==> src/rtl/mul_pkg.sv <==
// Shared definitions for the sequential radix-16 Booth multiplier:
// FSM encoding, default digit counts and accumulator width.
package mul_pkg;

    typedef enum logic [1:0] {
        IDLE = 2'd0,
        CALC = 2'd1,
        DONE = 2'd2
    } state_t;

    localparam int DIGITS_S_DEF = 8;
    localparam int DIGITS_U_DEF = 9;
    localparam int ACC_W        = 72;

endpackage

==> src/rtl/radix16_recoder.sv <==
// Radix-16 Booth recoder: maps a 5-bit multiplier window to a signed digit
// in -8..+8, returned as sign plus magnitude.
module radix16_recoder
    import mul_pkg::*;
(
    input  logic [4:0] window,
    output logic       neg,
    output logic [3:0] mag
);

    logic [3:0] low_sum;

    // Digit value is -8*w4 + (4*w3 + 2*w2 + w1) + w0; low_sum is the
    // non-negative part, so the digit is low_sum or low_sum - 8.
    always_comb begin
        low_sum = {1'b0, window[3:1]} + {3'b000, window[0]};
        if (window[4]) begin
            mag = 4'd8 - low_sum;
            neg = (low_sum != 4'd8);
        end else begin
            mag = low_sum;
            neg = 1'b0;
        end
    end

endmodule

==> src/rtl/booth_mul_seq.sv <==
// Sequential 32x32 multiplier (MULT/MULTU) retiring one radix-16 Booth
// digit per cycle into a 72-bit two's-complement accumulator.
module booth_mul_seq
    import mul_pkg::*;
#(
    parameter int DIGITS_S = DIGITS_S_DEF,
    parameter int DIGITS_U = DIGITS_U_DEF
) (
    input  logic        clk,
    input  logic        reset,
    input  logic        Start,
    input  logic        Signed,
    input  logic [31:0] Multiplicand,
    input  logic [31:0] Multiplier,
    output logic        Busy,
    output logic        Done,
    output logic [63:0] Product
);

    state_t state, state_next;

    logic signed [33:0]      mcand;
    logic [36:0]             mplier;
    logic                    op_signed;
    logic [3:0]              idx;
    logic [3:0]              last_idx;
    logic                    last_digit;
    logic [5:0]              shamt;
    logic [4:0]              window;
    logic                    neg;
    logic [3:0]              mag;
    logic signed [ACC_W-1:0] a_wide;
    logic signed [ACC_W-1:0] pp_mag;
    logic signed [ACC_W-1:0] pp;
    logic signed [ACC_W-1:0] acc;
    logic signed [ACC_W-1:0] acc_next;

    always_ff @(posedge clk) begin
        if (reset) begin
            state <= IDLE;
        end else begin
            state <= state_next;
        end
    end

    always_comb begin
        state_next = IDLE;
        case (state)
            IDLE:    state_next = Start ? CALC : IDLE;
            CALC:    state_next = last_digit ? DONE : CALC;
            DONE:    state_next = IDLE;
            default: state_next = IDLE;
        endcase
    end

    always_comb begin
        Busy = (state == CALC) || (state == DONE);
        Done = (state == DONE);
    end

    assign last_idx   = op_signed ? 4'(DIGITS_S - 1) : 4'(DIGITS_U - 1);
    assign last_digit = (idx == last_idx);
    assign shamt      = {idx, 2'b00};
    assign window     = 5'(mplier >> shamt);

    radix16_recoder u_recoder (
        .window (window),
        .neg    (neg),
        .mag    (mag)
    );

    // x7 uses 8A - A so every multiple costs at most one adder.
    always_comb begin
        a_wide = {{(ACC_W-34){mcand[33]}}, mcand};
        case (mag)
            4'd1:    pp_mag = a_wide;
            4'd2:    pp_mag = a_wide <<< 1;
            4'd3:    pp_mag = (a_wide <<< 1) + a_wide;
            4'd4:    pp_mag = a_wide <<< 2;
            4'd5:    pp_mag = (a_wide <<< 2) + a_wide;
            4'd6:    pp_mag = (a_wide <<< 2) + (a_wide <<< 1);
            4'd7:    pp_mag = (a_wide <<< 3) - a_wide;
            4'd8:    pp_mag = a_wide <<< 3;
            default: pp_mag = '0;
        endcase
        pp       = neg ? -pp_mag : pp_mag;
        acc_next = acc + (pp <<< shamt);
    end

    always_ff @(posedge clk) begin
        if (reset) begin
            acc       <= '0;
            idx       <= '0;
            Product   <= '0;
            mcand     <= '0;
            mplier    <= '0;
            op_signed <= 1'b0;
        end else begin
            case (state)
                IDLE: begin
                    if (Start) begin
                        op_signed <= Signed;
                        mcand     <= {{2{Signed & Multiplicand[31]}}, Multiplicand};
                        mplier    <= {{4{Signed & Multiplier[31]}}, Multiplier, 1'b0};
                        acc       <= '0;
                        idx       <= '0;
                    end
                end
                CALC: begin
                    acc <= acc_next;
                    idx <= idx + 4'd1;
                    // Product only moves on the final digit so it is stable through CALC.
                    if (last_digit) begin
                        Product <= acc_next[63:0];
                    end
                end
                default: ;
            endcase
        end
    end

endmodule

==> config.mk <==
export PLATFORM = sky130hd
export DESIGN_NAME = booth_mul_seq
export DESIGN_NICKNAME = d
export VERILOG_FILES = /design/src/rtl/mul_pkg.sv /design/src/rtl/radix16_recoder.sv /design/src/rtl/booth_mul_seq.sv
export SDC_FILE = /design/constraint.sdc
export NUM_CORES = 1
export LEC_CHECK = 0
export BUFFER_PORTS_ARGS = -buffer_cell sky130_fd_sc_hd__buf_2
export CORE_AREA = 10 10 261 263
export DETAILED_ROUTE_END_ITERATION = 10
export DIE_AREA = 0 0 271 273
export PLACE_DENSITY_LB_ADDON = 0.12
export SLEW_MARGIN = 20
export SYNTH_ARGS = -nofsm -noshare
export SYNTH_HDL_FRONTEND = slang
export SYNTH_SLANG_ARGS = --single-unit
==> constraint.sdc <==
create_clock -name clk -period 9.4 [get_ports clk]
set_input_delay 1.88 -clock clk [delete_from_list [all_inputs] [get_ports clk]]
set_output_delay 1.88 -clock clk [all_outputs]
set_load 0.005 [all_outputs]
# Yosys cells after proc, flatten, opt, wreduce, memory -nomap -nowiden
# Index checks and enable logic that the tools add are counted.
# op_classes
n_addsub	9
n_eq_ne	13
shift	2
mux	12
bitwise	2
reduce_logical	6
# op_table
cell	count
one-hot mux 72 bit (8 select lines)	1
two-way mux 72 bit	2
one-hot mux 72 bit (2 select lines)	1
adder 72 bit	1
negation 72 bit	1
<<< shifter 72 x 6 -> 72 bit	1
>> shifter 37 x 6 -> 5 bit	1
subtractor 36 x 33 -> 37 bit	1
adder 35 x 33 -> 36 bit	1
adder 35 x 34 -> 36 bit	1
adder 34 x 33 -> 35 bit	1
equality test 4 x 3 -> 1 bit (second input constant)	4
two-way mux 4 bit	3
equality test 4 x 2 -> 1 bit (second input constant)	2
one-hot mux 4 bit (2 select lines)	1
AND reduction 2 bit	3
adder 3 x 1 -> 4 bit	1
adder 4 x 1 -> 4 bit (second input constant)	1
equality test 4 x 1 -> 1 bit (second input constant)	1
equality test 4 bit	1
equality test 4 bit (second input constant)	1
inequality test 4 bit (second input constant)	1
one-hot mux 2 bit (2 select lines)	1
subtractor 4 bit (first input constant)	1
other kinds (9)	11
# word_totals
register_bits	209
wordCells	51

# Logic depth before layout (Yosys ltp)
# logic_depth
depth_word	11
ltp_mapped	51
depth_no_buf	42

# By module
# A second synthesis with hierarchy kept.
# unflattened
hier_cells	3086
area_unflattened_um2	21899.8
# modules_own_cells
module	instances	cells_per_inst	area_each_um2	seq_area_each_um2
booth_mul_seq	1	3068	21765.9	4023.9
radix16_recoder	1	18	133.9	0.0

# Worst setup path before layout
# OpenSTA, ideal clock, no wires.
# synth_timing
path_type	reg2reg
startpoint	reg idx[0]
endpoint	reg acc[63]
setup_time_ns	0.127
arrival_ns	10.138
required_ns	9.273
setup_slack_ns	-0.865
path_stages_with_launch	49
n_path_buf	11
synth_period_minus_slack_ns	10.265
cell_sequence	dfxtp_1 -> buf_4 -> buf_6 -> clkbuf_1 -> clkbuf_1 -> clkbuf_1 -> clkbuf_1 -> mux2i_1 -> o21ai_0 -> a21oi_1 -> o21ai_0 -> ha_1 -> clkbuf_1 -> inv_1 -> clkbuf_1 -> ha_1 -> inv_1 -> a221oi_1 -> (+13 left out) -> a2111oi_0 -> a21oi_1 -> mux2i_1 -> nor2_1 -> ha_1 -> nand4_1 -> nor2_1 -> nand2_1 -> o31a_1 -> o211ai_1 -> a21oi_1 -> o211ai_1 -> a31oi_1 -> o41ai_1 -> a21oi_1 -> nor3b_1 -> o211ai_1 -> or3b_1
# synth_via
elab_chain_len	11
elab_cells_between_ends	20
cone_classes	add/sub (4); eq/ne (9); shift (2); mux (5)
# synth_rtl
item	line	rtl
from (decl)	booth_mul_seq.sv:25	logic [3:0] idx;
from (signal assigned)	booth_mul_seq.sv:111	idx <= idx + 4'd1;
>> shifter 37 x 6 -> 5 bit	booth_mul_seq.sv:64	assign window = 5'(mplier >> shamt);
adder 3 x 1 -> 4 bit	radix16_recoder.sv:16	low_sum = {1'b0, window[3:1]} + {3'b000, window[0]};
subtractor 4 bit	radix16_recoder.sv:18	mag = 4'd8 - low_sum;
two-way mux 4 bit	radix16_recoder.sv:17	if (window[4]) begin
equality test 4 bit, or another cell as far along	booth_mul_seq.sv:75	case (mag)
one-hot mux 72 bit (8 select lines)	booth_mul_seq.sv:75	
negation 72 bit	booth_mul_seq.sv:86	pp = neg ? -pp_mag : pp_mag;
two-way mux 72 bit	booth_mul_seq.sv:86	
<<< shifter 72 x 6 -> 72 bit *	booth_mul_seq.sv:87	acc_next = acc + (pp <<< shamt);
adder 72 bit *	booth_mul_seq.sv:87	
one-hot mux 72 bit (2 select lines) *	booth_mul_seq.sv:99	case (state)
to (signal assigned)	booth_mul_seq.sv:110	acc <= acc_next;
to (decl)	booth_mul_seq.sv:35	logic signed [ACC_W-1:0] acc;
# Every way passes the cells marked *; elsewhere a longest branch is shown, timed or not.
# A chain may end at the register's enable or synchronous reset.

# Worst setup path after layout
# layout_timing
startpoint	reg mcand[6]
endpoint	reg acc[63]
# layout_via
elab_chain_len	7
elab_cells_between_ends	10
cone_classes	add/sub (6); shift (1); mux (3)
# layout_rtl
item	line	rtl
from (decl)	booth_mul_seq.sv:22	logic signed [33:0] mcand;
from (signal assigned)	booth_mul_seq.sv:103	mcand <= {{2{Signed & Multiplicand[31]}}, Multiplicand};
subtractor 36 x 33 -> 37 bit, or another cell as far along	booth_mul_seq.sv:82	4'd7: pp_mag = (a_wide <<< 3) - a_wide;
one-hot mux 72 bit (8 select lines) *	booth_mul_seq.sv:75	
negation 72 bit	booth_mul_seq.sv:86	
two-way mux 72 bit *	booth_mul_seq.sv:86	
<<< shifter 72 x 6 -> 72 bit *	booth_mul_seq.sv:87	
adder 72 bit *	booth_mul_seq.sv:87	
one-hot mux 72 bit (2 select lines) *	booth_mul_seq.sv:99	
# Marks and branches as above.

==> results.md <==
- Category of the critical setup timing path: reg2reg
- DRT Wirelength: 91.8 mm
- H-tree Lvls: 1
- Quantity of hold-fixing buffers added after cts: 0
- Largest net degree at the start of global routing: 91
- Overflow after GRT: 0
- Relative contribution of combinational cells to total power: 0.461
- Initial antenna violation count: 1
- Post-detailed-route via-to-cell ratio: 5.89
- Nets in the synthesized netlist: 3284
- Number of pins exceeding their max-slew limit in the final report: 0
- Ratio of cells with drive above 1 in the final layout: 0.188
- Setup skew after layout: approximately 0.028 ns
- Seq. cell area: 0.00403 mm^2
- Element type at the critical path start: flip-flop
- Syn-to-layout area delta: 22.3%
- Aggregate global-route resource usage: 0.235
- Sequential cell area fraction in the yosys report: 0.185
- Placed cells: approximately 4100
- Clock share of power: 0.290
- Cells on worst reg2reg path: 36
- Data arrival time at the worst-slack endpoint: 9.56 ns
- Library cell with the highest instance count after synthesis: nand2_1
- Post-synthesis cell count: 3044
- Cell Rows: 92
- Reported max-cap violation count: 0
- Most frequent cells after synthesis: nand2_1 (435), a21oi_1 (358), nor2_1 (235)
- Count of final hold-check violations: 0
- Number of buffers created by CTS: 27
- Terminus of the critical flop-to-flop path: acc[63]$_SDFFE_PP0P_
- Core utilization of the finished layout: 0.424
- Net count, final: 3580
- Launch instance of the worst min-delay path: Product[5]$_SDFFE_PP0P_
- Leakage power: 11.4 nW
- Cell with the largest stage delay on the worst path: dfxtp_1
- Post-route minimum period: 9.07 ns
- Clock latency at the later pin of the worst-skew pair: 0.61 ns
- Tcrit/Tclk final: 0.965
- Clock-pin slew on the worst setup and hold paths: roughly 0.06 ns
- Worst max-slew margin expressed relative to the limit: 0.287
- Port bufs: 133
- Hold path cells: 2
- Die extent in y: around 270 um
- CP max FO: 11
- Portion of synthesized cell area occupied by the leading cell type: 0.185
- Placeable core region: 0.0627 mm^2
- Type of element capturing the critical path: flip-flop
- Footprint of the multi-input gates: 0.0172 mm^2
- Power Internal: 2.17 mW
- Proportion of synthesized flip-flops having asynchronous set or reset: 0
- Sum of net half-perimeters after detailed placement: 71.7 mm
- Mapped Area: between 0.02 and 0.025 mm^2
- Clock tree from TritonCTS: yes
- Yosys warns: 0
- Critical Path RT: 9.89 ns
- Main synth FF type: dfxtp_1
- Cell taking the most area after synthesis: dfxtp_1
- Worst voltage drop across the vdd grid: 0.000152 V
- Area of the die: ~0.074 mm^2
- Net switching power: roughly 1.5 mW
- Initial DRT Pass Iterations: 6
- Final Non-Filler Cells: approximately 4200
- Outcome: finished clean
- Type of the worst min-delay path: reg2reg
- R2r startpoint: mcand[6]$_SDFFE_PP0P_
- Switch share: 0.408
- Final setup violation count: 0
- Power density normalized to cell area: 138 mW/mm^2
- Cell repeated most along the worst path: buf_4
- Vias in the first global route: 23384
- I/O pin count: 134
- Number of synthesized flops with an enable pin: 0
- Post-route DRC: 0
- Wire length of the first global-routing pass: 139 mm
- Filler Cells Inserted: 6589
- Proportion of power drawn by flip-flops and latches: 0.249
- Worst Tran Pin Value: 1.06 ns
- TritonCTS Sinks: 201
- Starting Density: 0.347
- Final weighted congestion in routability-driven placement: 0.961
- Remaining antenna violation count after routing: 0
- Worst reg2reg setup slack: 0.33 ns
- Wirelength per Cell: roughly 22 um
- Area contributors post-synth: dfxtp_1 (18%), ha_1 (9.7%), a21oi_1 (8.2%)
- DRT iter0 DRCs: 2438
- Number of vias in the routed layout: 24767
- Achievable frequency: around 110 MHz
- Register bit total from synthesis: 201
- Buffer levels on the longest clock path: 3
- Netlist cell types: 109
- Syn avg cell area: 7.15 um^2
- Hold Path End: Product[5]$_SDFFE_PP0P_
- Delay of the slowest cell on the worst path: about 0.65 ns
- Clock root cell: clkbuf_16
- Horizontal die dimension: between 200 and 300 um
worst max-delay path by stage:
stage	slack (ns)	end	cells after the start	from
after floorplan	0.01	acc[63]$_SDFFE_PP0P_	46	idx[0]$_SDFFE_PP0P_
after global placement	0.05	acc[62]$_SDFFE_PP0P_	43	idx[0]$_SDFFE_PP0P_
after detailed placement	-0.09	acc[63]$_SDFFE_PP0P_	40	idx[0]$_SDFFE_PP0P_
after CTS	0.04	acc[62]$_SDFFE_PP0P_	44	idx[0]$_SDFFE_PP0P_
after global routing	-0.17	acc[63]$_SDFFE_PP0P_	44	idx[0]$_SDFFE_PP0P_
final	0.33	acc[63]$_SDFFE_PP0P_	36	mcand[6]$_SDFFE_PP0P_
registers in the layout, indices dropped and copies added (netlist names):
name       cells
mcand         33
state          2
mplier        33
op_signed      1
Product       64
idx            4
acc           64
area by class of cell:
class | count | area share
Clock inverter | 13 | 0.00644
Timing Repair Buffer | 446 | 0.116
Tap cell | 846 | 0.0398
Inverter | 99 | 0.0140
Clock buffer | 35 | 0.0269
Multi-Input combinational cell | 2565 | 0.645
Antenna cell | 1 | 0.0000940
Sequential cell | 201 | 0.151
power by group through the flow:
| stage | combinational (mW) | clock [mW] | sequential (mW) |
|---|---|---|---|
| final | 1.69 | 1.06 | 0.917 |
| after global routing | 1.82 | 1.13 | 0.920 |
| after CTS | 1.61 | 1.10 | 0.917 |
| after detailed placement | 1.60 | 0 | 0.935 |
| after global placement | 1.60 | 0 | 0.935 |
| after floorplan | 0.970 | 0 | 0.923 |
placed cells by master (no fill, tap or decap), drive strengths merged, types with 14 or more instances in the layout:
cell	n
and2	32
nor3	76
and3	27
a21o	92
nand2b	30
or3	21
o21ai	146
nand2	435
o22ai	27
inv	99
xnor2	101
a211oi	35
a21oi	358
o31ai	28
a221oi	14
nor4	16
o21bai	23
buf	446
clkbuf	35
xor2	51
o21a	31
dfxtp	201
a32oi	16
nand3	79
nor2	235
a21boi	14
a22oi	82
nor2b	29
mux2i	50
o211ai	41
ha	169
nand4	27
a31oi	41
layer usage:
metal	vias to the layer above	part of all wire	track usage
met4	2	0.026	0.0684
met5	-	0.00022	0
met2	819	0.44	0.370
met1	11889	0.46	0.317
met3	133	0.073	0.0497
li1	11924	-	-
what timing repair did:
action | 4_1_cts | 5_1_grt
pin swaps | 0 | 43
setup buffers | 0 | 18
endpoints found under the setup margin | 3 | 41
cloned | 0 | 0
resized for setup | 3 | 93
cells by family after synthesis:
family | synth area share
AO/OA/AOI/OAI | 0.343
XOR/XNOR | 0.0636
adder cells (fa/ha/maj) | 0.0999
buffers and inverters | 0.0499
flip-flops | 0.185
multiplexers | 0.0313
AND/OR/NAND/NOR | 0.228
metrics by stage:
stage / total power, mW / instance area, um^2 / TNS [ns] / worst slack [ns] / hold slack, ns
3_3_place_gp: 2.53 / 25200 / 0 / 0.0459 / 0.441
2_1_floorplan: 1.89 / 21800 / 0 / 0.0117 / 0.433
3_5_place_dp: 2.54 / 25200 / -0.114 / -0.0855 / 0.444
4_1_cts: 3.63 / 26100 / 0 / 0.0393 / 0.452
5_1_grt: 3.88 / 26600 / -0.474 / -0.167 / 0.471
6_report: 3.67 / 26600 / 0 / 0.333 / 0.449
critical path, delay by kind of cell, from the launching register on:
kind,cells,cell delay [ns]
AOI/OAI and AO/OA,19,4.90
buffers and inverters,5,0.90
adders and majority gates,2,0.58
DFF,1,0.65
and+or+nand+nor,7,1.25
muxes,1,0.28
xor gates and xnor gates,2,0.39
(Power assumes the default switching activity.)
